File: config.mk
export PLATFORM = sky130hd
export DESIGN_NAME = adc_spi_rx
export DESIGN_NICKNAME = d
export VERILOG_FILES = /design/src/rtl/addatone_pkg.sv /design/src/rtl/sync_edge.sv /design/src/rtl/adc_spi_rx.sv
export SDC_FILE = /design/constraint.sdc
export NUM_CORES = 1
export LEC_CHECK = 0
export ABC_AREA = 1
export CAP_MARGIN = 20
export CELL_PAD_IN_SITES_DETAIL_PLACEMENT = 1
export CELL_PAD_IN_SITES_GLOBAL_PLACEMENT = 2
export CORE_ASPECT_RATIO = 0.7
export CORE_MARGIN = 2
export CORE_UTILIZATION = 37
export DETAILED_ROUTE_END_ITERATION = 16
export PLACE_DENSITY_LB_ADDON = 0.1
export SKIP_CTS_REPAIR_TIMING = 1
export SLEW_MARGIN = 5
export SYNTH_ARGS = -nofsm -noshare
export SYNTH_HDL_FRONTEND = slang
export SYNTH_HIERARCHICAL = 1
export SYNTH_SLANG_ARGS = --single-unit
File: constraint.sdc
create_clock -name i_Clock -period 4 [get_ports i_Clock]
set_input_delay 0.4 -clock i_Clock [delete_from_list [all_inputs] [get_ports i_Clock]]
set_output_delay 0.4 -clock i_Clock [all_outputs]
set_load 0.005 [all_outputs]
File: src/rtl/addatone_pkg.sv
// addatone_pkg: shared frame geometry, word indices and receiver state encoding
package addatone_pkg;
  localparam int DEFAULT_WORD_BITS = 16;
  localparam int DEFAULT_WORDS = 5;
  localparam int FREQ_IDX = 0;
  localparam int HARM_IDX = 1;
  localparam int COMB_IDX = 2;
  typedef enum logic [1:0] {ARMING, IDLE, RX, DONE} rx_state_t;
endpackage

File: src/rtl/sync_edge.sv
// sync_edge: 2-flop synchroniser with a third stage for rise/fall detection
module sync_edge #(
  parameter logic IDLE = 1'b0
) (
  input  logic clk,
  input  logic rst_n,
  input  logic d,
  output logic level,
  output logic rise,
  output logic fall
);
  logic [2:0] s;
  always_ff @(posedge clk or negedge rst_n)
    if (!rst_n) s <= {3{IDLE}};
    else s <= {s[1:0], d};
  assign level = s[1];
  assign rise = s[1] & ~s[2];
  assign fall = ~s[1] & s[2];
endmodule

File: src/rtl/adc_spi_rx.sv
// adc_spi_rx: SPI frame receiver, publishes a full frame of words only when it arrives intact
module adc_spi_rx
  import addatone_pkg::*;
#(
  parameter int WORD_BITS = DEFAULT_WORD_BITS,
  parameter int WORDS = DEFAULT_WORDS
) (
  input  logic                       i_Clock,
  input  logic                       reset_n,
  input  logic                       i_ADC_Clock,
  input  logic                       i_ADC_Data,
  input  logic                       i_ADC_CS,
  output logic [WORDS*WORD_BITS-1:0] o_Words,
  output logic                       o_Valid,
  output logic                       o_Frame_Error
);
  localparam int CW = $clog2(WORD_BITS);
  localparam int IW = $clog2(WORDS + 1);
  localparam logic [CW-1:0] LAST_BIT = CW'(WORD_BITS - 1);
  localparam logic [IW-1:0] FULL_IDX = IW'(WORDS);
  logic sck_level, sck_rise, sck_fall;
  logic cs_level, cs_rise, cs_fall;
  logic [1:0] mosi_s;
  rx_state_t state;
  logic [CW-1:0] bit_cnt;
  logic [IW-1:0] word_idx;
  logic [WORD_BITS-1:0] word;
  logic [WORDS*WORD_BITS-1:0] staging;
  logic overrun;
  logic [1:0] arm_cnt;
  logic sample;
  logic [WORD_BITS-1:0] next_word;
  sync_edge #(.IDLE(1'b0)) u_sck (
    .clk(i_Clock), .rst_n(reset_n), .d(i_ADC_Clock),
    .level(sck_level), .rise(sck_rise), .fall(sck_fall)
  );
  sync_edge #(.IDLE(1'b1)) u_cs (
    .clk(i_Clock), .rst_n(reset_n), .d(i_ADC_CS),
    .level(cs_level), .rise(cs_rise), .fall(cs_fall)
  );
  always_ff @(posedge i_Clock or negedge reset_n)
    if (!reset_n) mosi_s <= '0;
    else mosi_s <= {mosi_s[0], i_ADC_Data};
  assign sample = sck_rise & ~cs_level;
  assign next_word = {word[WORD_BITS-2:0], mosi_s[1]};
  // ARMING needs three consecutive high CS samples so the reset value of the
  // CS synchroniser cannot masquerade as an idle link when a frame is in flight
  always_ff @(posedge i_Clock or negedge reset_n)
    if (!reset_n) begin
      state <= ARMING;
      bit_cnt <= '0;
      word_idx <= '0;
      word <= '0;
      staging <= '0;
      overrun <= 1'b0;
      arm_cnt <= '0;
      o_Words <= '0;
      o_Valid <= 1'b0;
      o_Frame_Error <= 1'b0;
    end else begin
      o_Valid <= 1'b0;
      o_Frame_Error <= 1'b0;
      case (state)
        ARMING: begin
          arm_cnt <= cs_level ? arm_cnt + 2'd1 : 2'd0;
          if (cs_level && arm_cnt == 2'd2) state <= IDLE;
        end
        IDLE: if (cs_fall) begin
          bit_cnt <= '0;
          word_idx <= '0;
          word <= '0;
          overrun <= 1'b0;
          state <= RX;
        end
        RX: if (cs_rise) state <= DONE;
        else if (sample) begin
          if (word_idx == FULL_IDX) overrun <= 1'b1;
          else begin
            word <= next_word;
            if (bit_cnt == LAST_BIT) begin
              bit_cnt <= '0;
              staging[word_idx*WORD_BITS +: WORD_BITS] <= next_word;
              word_idx <= word_idx + IW'(1);
            end else bit_cnt <= bit_cnt + CW'(1);
          end
        end
        DONE: begin
          if (word_idx == FULL_IDX && !overrun && bit_cnt == '0) begin
            o_Words <= staging;
            o_Valid <= 1'b1;
          end else o_Frame_Error <= 1'b1;
          state <= IDLE;
        end
        default: state <= ARMING;
      endcase
    end
  logic unused;
  assign unused = sck_level ^ sck_fall;
endmodule
==> results.md <==
* NumNets Final at about 1,100
* Pleak at 5.060 nW
* Hold Crit Class: in -> async
* Dpl hpwl at ~15 mm
* Most common cell after layout, fill and taps aside: nand2_1
* Antenna diodes at 0
* Layout Utilization at between 40 and 50%
* FP Rows at 46
* Mapped Cells at 991
* Min Tclk post-route at 2.970 ns
* Most frequent cells in the layout: nand2_1, dfrtp_1, clkdlybuf4s50_1
* Setup TNS Final at 0 ns
* Total global routing overflow at 0
* Fillers at about 2,700
* Final WS setup at about 1.0 ns
* Initial DRC Count at 430
* Vias in the first global route at about 6,400
* Die area at approximately 24,000 um2
* Failing checks: hold timing
* Max VDD drop at between 300 and 400 uV
* Syn avg cell area at approximately 8.6 um2
* CP bufs+invs at 2
* Clock Path Buffers at 2
* Crit path cell chain: inv_2 > ha_1 > ha_1 > nand2_1 > nor2_1 > nand2_1 > nor2_1 > buf_4 > nand2_1 > o21ai_1
* Initial antenna violation count at 0
* Length of routed met2 wiring at slightly above 9 mm
* Placed cell count at 1,351
* Worst-Skew Late Latency at approximately 0.45 ns
* Crit path max-delay family: simple AND/OR/NAND/NOR gates
* Net Switching at ~1.1 mW
* Drt total wl at 22.41 mm
* Slowest CP cell: dfrtp_1
* Slew @ Worst Pin at 1.025 ns
* Synth warn at 6
* Top sig layer: met4
* Layout area overhead at 18.59%
* Via count at ~6,500
* Data arrival, critical path at between 3 and 4 ns
* Startpoint Class: flip-flop
* Final Hold Fails at 7
* Slew margin rel. at a little under a third
* Drt via density at between 4 and 5
* DRC at 0
* Drt wl/cell at approximately 16 um
* Syn_nets at just over 1,000
* Clock slew seen by the registers of the worst setup and hold paths at approximately 0.070 ns
* Status: finished with violations
* Critical path class: reg -> reg
* Part of the power in registers at 50.0%
* Crit-path max FO at 23
* Placer Congestion at about 0.84
* Mapped Area at 8543 um2
* CTS root buf: clkbuf_16
* CP endpoint kind: flip-flop
* First-pass GRT wire length at 36.72 mm
* Internal at between 3 and 4 mW
* CTS H-tree lvls at 4
* Pre-CTS setup slack at between 1 and 1.5 ns
* Worst Path Required at 4.36 ns
* Total CTS buffers at 17
* Final Skew at approximately 0.013 ns
* Max-slew violations at 0
* Port Buffers at 86
* Hold Slack at -0.01976 ns
* Largest net degree at the start of global routing at 107
* Worst path most repeated cell: nand2_1
* Die W at about 190 um
* Gr usage total at 19.55%
* Core area at 22,680 um2
* Initial Utilization at 37.67%
* Clk pwr share at about two fifths
* Fmax at 0.3367 GHz
* Met3 wire len at around 950 um
* Power per cell area at roughly 410 nW/um2
* Die Height at approximately 130 um
* DRT met1 WL at 12.14 mm
* Sw Ratio at a little over a quarter
* Io pins at 87
* Setup Viol. Count Final at 0
* Gate power share at slightly above 10%
* Clock sink total at between 150 and 200
* Layout cells sized above 1 at under 10%
* First-pass detailed-route iteration total at 4
* TritonCTS clock tree: done
* RSZ-0062 raised after global routing: false
* Post-route insts no fill at about 1,400
* Worst stage delay on the critical path at 0.55 ns
* Final ANT Viol Nets at 0
* Final Cycle Share at between 70% and 80%
* Max-cap check violation count at 0
[path summary, 6_finish.rpt]
| path | from | endpoint | slack (ns) | depth (start not counted) |
|---|---|---|---|---|
| min in group i_Clock | u_sck/s[0] | u_sck/s[1] | 0.35 | 0 |
| max reg2reg | word_idx[0] | staging[68] | 1.03 | 10 |
| min | reset_n | u_sck/s[0] | -0.02 | 1 |
| max in group asynchronous | reset_n | o_Words[38] | 3.12 | 2 |
| min reg2reg | u_sck/s[0] | u_sck/s[1] | 0.35 | 0 |
| max | word_idx[0] | staging[68] | 1.03 | 10 |
[worst reg2reg max path, cell delays in order (launching register included)]
cell     delay (ns)
dfrtp_1        0.55
inv_2          0.15
ha_1           0.26
ha_1           0.48
nand2_1        0.51
nor2_1         0.31
nand2_1        0.11
nor2_1         0.12
buf_4          0.24
nand2_1        0.08
o21ai_1        0.09
[power groups by stage]
stage | clock [mW] | combinational [mW] | sequential, mW
2_1_floorplan | 0 | 0.304 | 2.11
3_3_place_gp | 0 | 0.425 | 2.12
3_5_place_dp | 0 | 0.434 | 2.12
4_1_cts | 1.72 | 0.437 | 2.08
5_1_grt | 1.79 | 0.502 | 2.09
6_report | 1.66 | 0.426 | 2.08
[layout make-up]
class | count | area [um2] | area share [%]
clock buffers | 21 | 450.4 | 4.446
clock inverters | 11 | 102.6 | 1.013
inverters | 64 | 242.7 | 2.396
multi-input cells | 685 | 3082 | 30.42
flip-flops and latches | 197 | 4933 | 48.70
well taps | 312 | 390.4 | 3.853
repair buffers | 93 | 929.6 | 9.176
[registers in the layout, indices dropped and copies added (netlist names)]
signal         cells
word              15
u_cs/s             3
word_idx           3
arm_cnt            2
u_sck/s            3
staging           80
bit_cnt            4
mosi_s             2
o_Frame_Error      1
o_Words           80
overrun            1
state              2
o_Valid            1
[per-stage QoR]
stage                     power [mW]  cell area [um2]
final                          4.171            10130
after CTS                      4.240            10130
after global placement         2.548             9578
after global routing           4.383            10130
after floorplan                2.410             8543
after detailed placement       2.557             9578
[routing by layer]
metal  GRT usage, %  vias up
li1               -     3203
met1          31.28     3123
met2          26.49      114
met3          4.241       18
met4          4.768        0
met5              0        -
Power figures use the tool's default switching activity.
